File: src/rtl/uart_rx_fifo_if.sv
// rtl/uart_rx_fifo_if.sv - control, serial line, FIFO read and status bundle for uart_rx_fifo
interface uart_rx_fifo_if #(
  parameter int DATA_BITS = 8,
  parameter int DEPTH     = 8
);
  logic                   en;
  logic [15:0]            prescale;
  logic                   rx;
  logic                   rd;
  logic [DATA_BITS-1:0]   rdata;
  logic                   empty;
  logic                   full;
  logic [$clog2(DEPTH):0] level;
  logic                   err_clr;
  logic                   frame_err;
  logic                   parity_err;
  logic                   overrun;

  modport master (
    output en, prescale, rx, rd, err_clr,
    input  rdata, empty, full, level, frame_err, parity_err, overrun
  );

  modport slave (
    input  en, prescale, rx, rd, err_clr,
    output rdata, empty, full, level, frame_err, parity_err, overrun
  );
endinterface

File: src/rtl/uart_rx_fifo.sv
// rtl/uart_rx_fifo.sv - oversampling UART receiver feeding a first-word-fall-through FIFO
module uart_rx_fifo #(
  parameter int DATA_BITS = 8,
  parameter int PARITY    = 0,
  parameter int OVS       = 16,
  parameter int DEPTH     = 8
) (
  input  logic          HCLK,
  input  logic          HRESET,
  uart_rx_fifo_if.slave bus
);
  localparam int AW = $clog2(DEPTH);
  localparam int TW = $clog2(OVS);
  localparam int BW = 4;
  localparam logic [TW-1:0] HALF_LAST = TW'(OVS / 2 - 1);
  localparam logic [TW-1:0] FULL_LAST = TW'(OVS - 1);
  localparam logic [BW-1:0] BIT_LAST  = BW'(DATA_BITS - 1);
  localparam logic [AW:0]   FULL_LVL  = (AW + 1)'(DEPTH);

  typedef enum logic [2:0] {S_IDLE, S_START, S_DATA, S_PAR, S_STOP, S_BREAK} state_t;
  state_t r_state, w_next;

  logic                 r_rx_s1, r_rx_s2, r_rx_d;
  logic [15:0]          r_presc;
  logic [TW-1:0]        r_tick_cnt;
  logic [BW-1:0]        r_bit_cnt;
  logic [DATA_BITS-1:0] r_shift;
  logic                 r_bad;
  logic                 w_fall, w_tick, w_sample_pt, w_sample, w_exp_par;
  logic                 w_push, w_set_fe, w_set_pe;

  logic [DATA_BITS-1:0] r_mem [DEPTH];
  logic [AW-1:0]        r_wptr, r_rptr;
  logic [AW:0]          r_level;
  logic                 r_fe, r_pe, r_ov;
  logic                 w_empty, w_full, w_pop, w_wr, w_ov;

  always_ff @(posedge HCLK or posedge HRESET) begin
    if (HRESET) begin
      r_rx_s1 <= 1'b1;
      r_rx_s2 <= 1'b1;
      r_rx_d  <= 1'b1;
    end else begin
      r_rx_s1 <= bus.rx;
      r_rx_s2 <= r_rx_s1;
      r_rx_d  <= r_rx_s2;
    end
  end

  assign w_fall      = r_rx_d & ~r_rx_s2;
  assign w_tick      = (r_state != S_IDLE) && (r_presc == bus.prescale);
  assign w_sample_pt = (r_state == S_START) ? (r_tick_cnt == HALF_LAST) : (r_tick_cnt == FULL_LAST);
  assign w_sample    = w_tick & w_sample_pt;
  assign w_exp_par   = (PARITY == 2) ? ~(^r_shift) : (^r_shift);

  always_ff @(posedge HCLK or posedge HRESET) begin
    if (HRESET) r_state <= S_IDLE;
    else        r_state <= w_next;
  end

  always_comb begin
    w_next   = r_state;
    w_push   = 1'b0;
    w_set_fe = 1'b0;
    w_set_pe = 1'b0;
    unique case (r_state)
      S_IDLE:  if (bus.en && w_fall) w_next = S_START;
      S_START: if (w_sample) w_next = r_rx_s2 ? S_IDLE : S_DATA;
      S_DATA:  if (w_sample && (r_bit_cnt == BIT_LAST)) w_next = (PARITY != 0) ? S_PAR : S_STOP;
      S_PAR: if (w_sample) begin
        w_next   = S_STOP;
        w_set_pe = (r_rx_s2 != w_exp_par);
      end
      S_STOP: if (w_sample) begin
        if (!r_rx_s2) begin
          w_set_fe = 1'b1;
          w_next   = S_BREAK;
        end else begin
          w_push = ~r_bad;
          w_next = S_IDLE;
        end
      end
      S_BREAK: if (r_rx_s2) w_next = S_IDLE;
      default: w_next = S_IDLE;
    endcase
    // Disabling abandons the frame silently: no push and no error reporting.
    if (!bus.en) begin
      w_next   = S_IDLE;
      w_push   = 1'b0;
      w_set_fe = 1'b0;
      w_set_pe = 1'b0;
    end
  end

  always_ff @(posedge HCLK or posedge HRESET) begin
    if (HRESET) begin
      r_presc    <= '0;
      r_tick_cnt <= '0;
      r_bit_cnt  <= '0;
      r_shift    <= '0;
      r_bad      <= 1'b0;
    end else if (r_state == S_IDLE) begin
      r_presc    <= '0;
      r_tick_cnt <= '0;
      r_bit_cnt  <= '0;
      r_bad      <= 1'b0;
    end else begin
      r_presc <= w_tick ? '0 : r_presc + 16'd1;
      if (w_tick) r_tick_cnt <= w_sample_pt ? '0 : r_tick_cnt + 1'b1;
      if (w_sample && (r_state == S_DATA)) begin
        r_shift   <= {r_rx_s2, r_shift[DATA_BITS-1:1]};
        r_bit_cnt <= r_bit_cnt + 1'b1;
      end
      if (w_set_pe) r_bad <= 1'b1;
    end
  end

  assign w_empty = (r_level == '0);
  assign w_full  = (r_level == FULL_LVL);
  assign w_pop   = bus.rd & ~w_empty;
  // A pop in the same cycle frees the slot the incoming word lands in.
  assign w_wr    = w_push & (~w_full | w_pop);
  assign w_ov    = w_push & w_full & ~w_pop;

  always_ff @(posedge HCLK) begin
    if (w_wr) r_mem[r_wptr] <= r_shift;
  end

  always_ff @(posedge HCLK or posedge HRESET) begin
    if (HRESET) begin
      r_wptr  <= '0;
      r_rptr  <= '0;
      r_level <= '0;
      r_fe    <= 1'b0;
      r_pe    <= 1'b0;
      r_ov    <= 1'b0;
    end else begin
      if (w_wr)  r_wptr <= r_wptr + 1'b1;
      if (w_pop) r_rptr <= r_rptr + 1'b1;
      unique case ({w_wr, w_pop})
        2'b10:   r_level <= r_level + 1'b1;
        2'b01:   r_level <= r_level - 1'b1;
        default: r_level <= r_level;
      endcase
      r_fe <= w_set_fe | (r_fe & ~bus.err_clr);
      r_pe <= w_set_pe | (r_pe & ~bus.err_clr);
      r_ov <= w_ov     | (r_ov & ~bus.err_clr);
    end
  end

  assign bus.rdata      = w_empty ? '0 : r_mem[r_rptr];
  assign bus.empty      = w_empty;
  assign bus.full       = w_full;
  assign bus.level      = r_level;
  assign bus.frame_err  = r_fe;
  assign bus.parity_err = r_pe;
  assign bus.overrun    = r_ov;
endmodule
File: src/flat_wrapper.sv
// flat-port wrapper written by rule: the top's interface ports become plain ports
module uart_rx_fifo_flat 
#(
  parameter int DATA_BITS = 8,
  parameter int PARITY    = 0,
  parameter int OVS       = 16,
  parameter int DEPTH     = 8
)
  (HCLK, HRESET, bus_en, bus_prescale, bus_rx, bus_rd, bus_err_clr, bus_rdata, bus_empty, bus_full, bus_level, bus_frame_err, bus_parity_err, bus_overrun);
  uart_rx_fifo_if #(.DATA_BITS(DATA_BITS), .DEPTH(DEPTH)) bus_i ();
  input  logic HCLK;
  input  logic HRESET;
  input wire logic [$bits(bus_i.en)-1:0] bus_en;
  input wire logic [$bits(bus_i.prescale)-1:0] bus_prescale;
  input wire logic [$bits(bus_i.rx)-1:0] bus_rx;
  input wire logic [$bits(bus_i.rd)-1:0] bus_rd;
  input wire logic [$bits(bus_i.err_clr)-1:0] bus_err_clr;
  output wire logic [$bits(bus_i.rdata)-1:0] bus_rdata;
  output wire logic [$bits(bus_i.empty)-1:0] bus_empty;
  output wire logic [$bits(bus_i.full)-1:0] bus_full;
  output wire logic [$bits(bus_i.level)-1:0] bus_level;
  output wire logic [$bits(bus_i.frame_err)-1:0] bus_frame_err;
  output wire logic [$bits(bus_i.parity_err)-1:0] bus_parity_err;
  output wire logic [$bits(bus_i.overrun)-1:0] bus_overrun;
  assign bus_i.en = bus_en;
  assign bus_i.prescale = bus_prescale;
  assign bus_i.rx = bus_rx;
  assign bus_i.rd = bus_rd;
  assign bus_i.err_clr = bus_err_clr;
  assign bus_rdata = bus_i.rdata;
  assign bus_empty = bus_i.empty;
  assign bus_full = bus_i.full;
  assign bus_level = bus_i.level;
  assign bus_frame_err = bus_i.frame_err;
  assign bus_parity_err = bus_i.parity_err;
  assign bus_overrun = bus_i.overrun;
  uart_rx_fifo #(.DATA_BITS(DATA_BITS), .PARITY(PARITY), .OVS(OVS), .DEPTH(DEPTH)) u_core (.HCLK(HCLK), .HRESET(HRESET), .bus(bus_i));
endmodule
File: config.mk
export PLATFORM = sky130hd
export DESIGN_NAME = uart_rx_fifo_flat
export DESIGN_NICKNAME = d
export VERILOG_FILES = /design/src/rtl/uart_rx_fifo_if.sv /design/src/rtl/uart_rx_fifo.sv /design/src/flat_wrapper.sv
export SDC_FILE = /design/constraint.sdc
export NUM_CORES = 1
export LEC_CHECK = 0
export CAP_MARGIN = 20
export CORE_UTILIZATION = 32
export DETAILED_ROUTE_END_ITERATION = 16
export PLACE_DENSITY = 0.47
export SLEW_MARGIN = 20
export SYNTH_ARGS = -nofsm -noshare
export SYNTH_HDL_FRONTEND = slang
export SYNTH_SLANG_ARGS = --single-unit
File: constraint.sdc
create_clock -name HCLK -period 5.1 [get_ports HCLK]
set_input_delay 1.02 -clock HCLK [delete_from_list [all_inputs] [get_ports HCLK]]
set_output_delay 1.02 -clock HCLK [all_outputs]
set_load 0.05 [all_outputs]
==> metrics.cfg, run 1 <==
[critical_path]
critical_path.top_delay_family=flip-flops
crit_path_start_kind=flip-flop
crit_buf_inv=1
path_max_fanout=18
crit_path_max_incr_delay_ps=890
critical_path.cell_chain=mux4_2, mux2i_1, nor2_1, clkdlybuf4s50_1
worst-setup-path-type=reg -> out
worst_setup_path_end_kind=output pin
arrival_ps=2670
worst_path_max_delay_cell=dfrtp_1
cp.required_ps=4080

[power_and_ir_drop]
power.switching_uw=841
intPower_uw=2040
pwr-share-clk_pct=40.2
p_comb_share_pct=19.5
vdd_ir_drop_max_mv=0.227
power_density_nw_per_um2=435
p_seq_share_pct=40.2
sw_frac_of_total_pct=29.2
power_leakage_uw=0.00265

[die]
io_pins=39
placementRows=47
die_width_microns=132
start_util_pct=32.6
fp.dieH_microns=132
placeableCoreArea_sq_um=16500
die-area_sq_um=17400

[clock_network]
cts_resized=0
ctsRootBufferMaster=clkbuf_16
clk_path_buf_depth=2
cts_buffers=17
htreeDepth=4
postCtsSetupBuffers=0
cts_tree=yes
hold_buffers=0
clkLatencyLatePin_ps=410
clk_pin_slew_ps=60
cts.sinks=116

[route]
via_count=3223
drt-initial-drc-count=173
routed_wl_mm=10.7
ant_nets=0
firstDrtPassIters=6
wl_per_cell_microns=15.8
drc=0
viasPerCell=4.76

[global_route]
antenna_found_initial=0
grt_pass1_wl_mm=17.7
grt.total_usage_pct=13.4
grt_max_degree=53
grt.overflow.total=0
grt_pass1_vias=3266

[placement]
place_congestion=0.784
dp_cells=646
port_buffers=38
dp_hpwl_mm=7.22
place_area_sq_um=6040

[worst_hold_path]
min_path_type=reg -> reg

[synth]
syn_inst=396
ys_types=58
async_reset_ff_share_pct=44.8
synth_seq_cells=116
syn_area_sq_um=5390
syn_nets=426
ys.flop_type=edfxtp_1
synth_edf_count=64
seq_area_frac_synth_pct=59.8
syn_area_per_cell_sq_um=13.6
yosys_warnings=0

[finish]
final.fill_count=1522
final_cells=677
multi_input_area_sq_um=2020
ff_latch_area_sq_um=3230
syn_to_final_growth_pct=22.7
drive_gt1_share_pct=17.9
nets=475
diodes=0
final_cell_mix=64 x edfxtp_1, 49 x dfrtp_1, 39 x nor2_1
mostFrequentLayoutCell=edfxtp_1
stdcell_area_sq_um=6620

[run_status]
status=finished clean

[timing]
tns_ps=0
worstMarginPinSlew_ps=848
drv_slew=0
final_hold_viol_count=0
timing.fmax_mhz=271
period_minus_slack_ps=3690
post-route-period-util_pct=72.4
slew-limit-headroom_pct=43.5
setup_violations=0
rsz0062_at_grt=false
finalClockSkew_ps=8.34

[job]
maxCapViolCount=0

final timing paths:
check,start,to,slack [ps],depth (start not counted)
worst min-delay path,u_core.r_rx_s1,u_core.r_rx_s2,350,0
worst max-delay path,u_core.r_rptr[1],bus_rdata[6],1410,4
worst min register to register,u_core.r_rx_s1,u_core.r_rx_s2,350,0
worst max register to register,u_core.r_state[0],u_core.r_mem[3][5],2150,6
min in group asynchronous,HRESET,u_core.r_presc[15],1130,3
max in group asynchronous,HRESET,u_core.r_wptr[1],3510,3
cell families after synthesis:
logic type | count (synthesis) | share of synthesized area (%)
AO/OA/AOI/OAI | 29 | 4.25
XOR/XNOR | 49 | 7.96
adder cells (fa/ha/maj) | 8 | 1.99
buffers and inverters | 33 | 2.90
flip-flops | 116 | 59.8
multiplexers | 35 | 10.4
AND/OR/NAND/NOR | 126 | 12.6
power groups by stage:
stage / Combinational [uW] / Clock, uW / Sequential, uW
after global placement: 569 / 0 / 1180
after CTS: 577 / 1180 / 1160
after global routing: 622 / 1230 / 1170
final: 563 / 1160 / 1160
after detailed placement: 576 / 0 / 1180
after floorplan: 439 / 0 / 1140
worst register-to-register path: cells and delay by family (launching register included):
family | cells | cell delay [ps]
flops | 1 | 550
buf+inv | 1 | 280
simple gates | 4 | 1650
xor+xnor | 1 | 190
cell type report:
type	count	area share (%)
clock inverters	11	2.06
inverters	13	0.737
flip-flops and latches	116	48.8
repair buffers	50	7.11
multi-input cells	247	30.6
clock buffers	20	6.60
well taps	220	4.16
synth_stat cells, types with 2 or more instances:
cell,n,area (sq um)
nand4_1,8,50.1
clkbuf_1,7,26.3
dfrtp_1,49,1230
nor2_1,39,146
a21oi_1,2,10.0
nand2b_1,3,18.8
mux2i_1,9,90.1
or3_1,2,12.5
nor2b_1,2,12.5
nor3b_1,2,15.0
buf_2,5,25.0
and3_1,4,25.0
dfstp_2,3,78.8
nor4b_1,2,17.5
o21ai_0,7,35.0
xor2_1,16,140
buf_1,4,15.0
a21o_1,4,30.0
xnor2_1,33,289
nand2_1,26,97.6
edfxtp_1,64,1920
mux2_2,9,101
ha_1,7,87.6
nor4_1,5,31.3
inv_1,13,48.8
nand3_1,12,60.1
nand3b_1,3,22.5
nor3_1,4,20.0
a32o_1,5,50.1
mux4_2,16,360
and2_1,2,12.5
buf_6,3,33.8
per-stage QoR:
step	setup WS (ps)	utilization [%]	hold slack [ps]	power (uW)
2_1_floorplan	1620	-	345	1580
3_3_place_gp	1250	36.6	347	1750
3_5_place_dp	1150	36.6	347	1750
4_1_cts	1340	40.0	355	2920
5_1_grt	1270	40.0	365	3020
6_report	1410	40.0	354	2880
registers in the layout (all words and copies together) (netlist names):
name and flops:
u_core.r_presc 16, u_core.r_rx_s2 1, u_core.bus.overrun 1, u_core.r_wptr 3, u_core.r_shift 8, u_core.r_bit_cnt 4, u_core.r_bad 1, u_core.r_rx_s1 1
u_core.r_tick_cnt 4, u_core.r_mem 64, u_core.r_state 3, u_core.r_rx_d 1, u_core.r_rptr 3, u_core.bus.frame_err 1, u_core.bus.parity_err 1, u_core.bus.level 4
metal layers:
layer	track usage [%]	vias up	routed length (microns)
li1	-	1541	-
met1	16.6	1610	4810
met2	22.3	66	5370
met3	4.42	6	411
met4	3.94	0	89
met5	0	-	0
Note: power is estimated with default switching activity, not from simulation.
==> run 2: changes to the inputs <==
==> constraint.sdc (replaced) <==
create_clock -name HCLK -period 3.4 [get_ports HCLK]
set_input_delay 0.68 -clock HCLK [delete_from_list [all_inputs] [get_ports HCLK]]
set_output_delay 0.68 -clock HCLK [all_outputs]
set_load 0.05 [all_outputs]
==> metrics.cfg, run 2 (synthesis results as in run 1) <==
[run_status]
status=finished clean

[global_route]
grt_pass1_wl_mm=18.4
antenna_found_initial=0
grt.overflow.total=0
grt_max_degree=53
grt_pass1_vias=3452
grt.total_usage_pct=14.0

[critical_path]
crit_path_start_kind=flip-flop
worst_setup_path_end_kind=output pin
reg2reg_slack_ps=880
path_max_fanout=6
worst-setup-path-type=reg -> out
worst_path_max_delay_cell=clkdlybuf4s50_1
cp.required_ps=2720
rr_worst_depth=11
arrival_ps=2440
critical_path.cell_chain=or4b_2, inv_1, clkdlybuf4s50_1
crit_path_max_incr_delay_ps=790

[clock_network]
htreeDepth=4
cts_resized=0
cts.sinks=116
hold_buffers=0
clkLatencyLatePin_ps=410
cts_buffers=17
clk_pin_slew_ps=60
cts_tree=yes
clk_path_buf_depth=2
postCtsSetupBuffers=0
ctsRootBufferMaster=clkbuf_16

[finish]
final_cell_mix=64 x edfxtp_1, 49 x dfrtp_1, 39 x nor2_1
diodes=0
nets=486
largest-register=u_core.r_mem
top_regs=u_core.r_mem (64), u_core.r_presc (16), u_core.r_shift (8)
largest_reg_flops=64
drive_gt1_share_pct=21.6
syn_to_final_growth_pct=24.8
mostFrequentLayoutCell=edfxtp_1

[placement]
dp_hpwl_mm=7.35
port_buffers=38
pre_cts_slack_ps=154
place_congestion=0.758

[route]
firstDrtPassIters=7
viasPerCell=4.80
drc=0
drt-initial-drc-count=169
routed_wl_mm=10.9
wl_per_cell_microns=15.8
ant_nets=0
via_count=3301

[timing]
post-route-period-util_pct=91.8
drv_slew=0
slew-limit-headroom_pct=48.8
rsz0062_at_grt=false
hold_ws_ps=356
final_hold_viol_count=0
setup_slack_ps=277
timing.fmax_mhz=320
setup_violations=0
period_minus_slack_ps=3120
worstMarginPinSlew_ps=762
tns_ps=0
finalClockSkew_ps=5.92

[power_and_ir_drop]
vdd_ir_drop_max_mv=0.328
power_density_nw_per_um2=665
power_leakage_uw=0.00274

[die]
fp.dieH_microns=132
start_util_pct=32.6
placeableCoreArea_sq_um=16500
io_pins=39
placementRows=47
die_width_microns=132
die-area_sq_um=17400

[worst_hold_path]
hold_depth=0
min_path_type=reg -> reg

[job]
maxCapViolCount=0

-- run 2: cell types whose count changed in the layout (fill, tap and decap cells not counted), moves of 2 or more --
cell,delta
clkdlybuf4s50_1,-4
clkbuf_1,-3
buf_4,+15
clkinv_4,+2
-- run 2: stage by stage --
| stage | cells | power, uW | utilization [%] | instance area [sq um] |
|---|---|---|---|---|
| detailed placement | 657 | 2670 | 37.0 | 6120 |
| global route | 688 | 4700 | 40.7 | 6730 |
| global placement | 657 | 2670 | 37.0 | 6120 |
| CTS | 688 | 4540 | 40.7 | 6730 |
| floorplan | 396 | 2380 | - | 5390 |
| finish | 688 | 4480 | 40.7 | 6730 |
-- run 2: routing by layer --
metal	GRT usage (%)	share of wire [%]
met1	18.1	45
met2	22.0	48
met3	4.65	5.1
met4	4.91	1.4
met5	0	0
-- run 2: final timing paths --
kind | from | to
max | u_core.bus.level[0] | bus_full
min | u_core.r_rx_s1 | u_core.r_rx_s2
max reg2reg | u_core.r_presc[7] | u_core.bus.level[3]
min reg2reg | u_core.r_rx_s1 | u_core.r_rx_s2
max in group asynchronous | HRESET | u_core.r_state[1]
min in group asynchronous | HRESET | u_core.r_presc[15]
-- run 2: report_power, final --
group	internal (uW)	switching, uW	leakage [uW]	total (uW)
clock	1220	629	0.000300	1850
sequential	1550	146	0.00144	1690
combinational	406	531	0.000996	937
total	3170	1310	0.00274	4480
-- run 2: area by class of cell --
| class | count | area, sq um |
|---|---|---|
| inverter | 13 | 48.8 |
| multi-input combinational | 247 | 2020 |
| timing repair buffer | 61 | 543 |
| clock inverter | 14 | 186 |
| fill | 1544 | 9800 |
| clock buffer | 17 | 425 |
| sequential | 116 | 3230 |
| tap | 220 | 275 |
-- run 2: critical path, delay by kind of cell, from the launching register on --
family        cells  cell delay (ps)
buf+inv           2              860
simple gates      1              710
flops             1              460
==> run 3: changes to the inputs <==
--- a/config.mk
+++ b/config.mk
@@ -8,6 +8,7 @@
 export CAP_MARGIN = 20
 export CORE_UTILIZATION = 32
 export DETAILED_ROUTE_END_ITERATION = 16
+export GPL_TIMING_DRIVEN = 1
 export PLACE_DENSITY = 0.47
 export SLEW_MARGIN = 20
 export SYNTH_ARGS = -nofsm -noshare
==> results of run 3 <==
No change in the layout: final DEF, timing and power equal those of run 2.
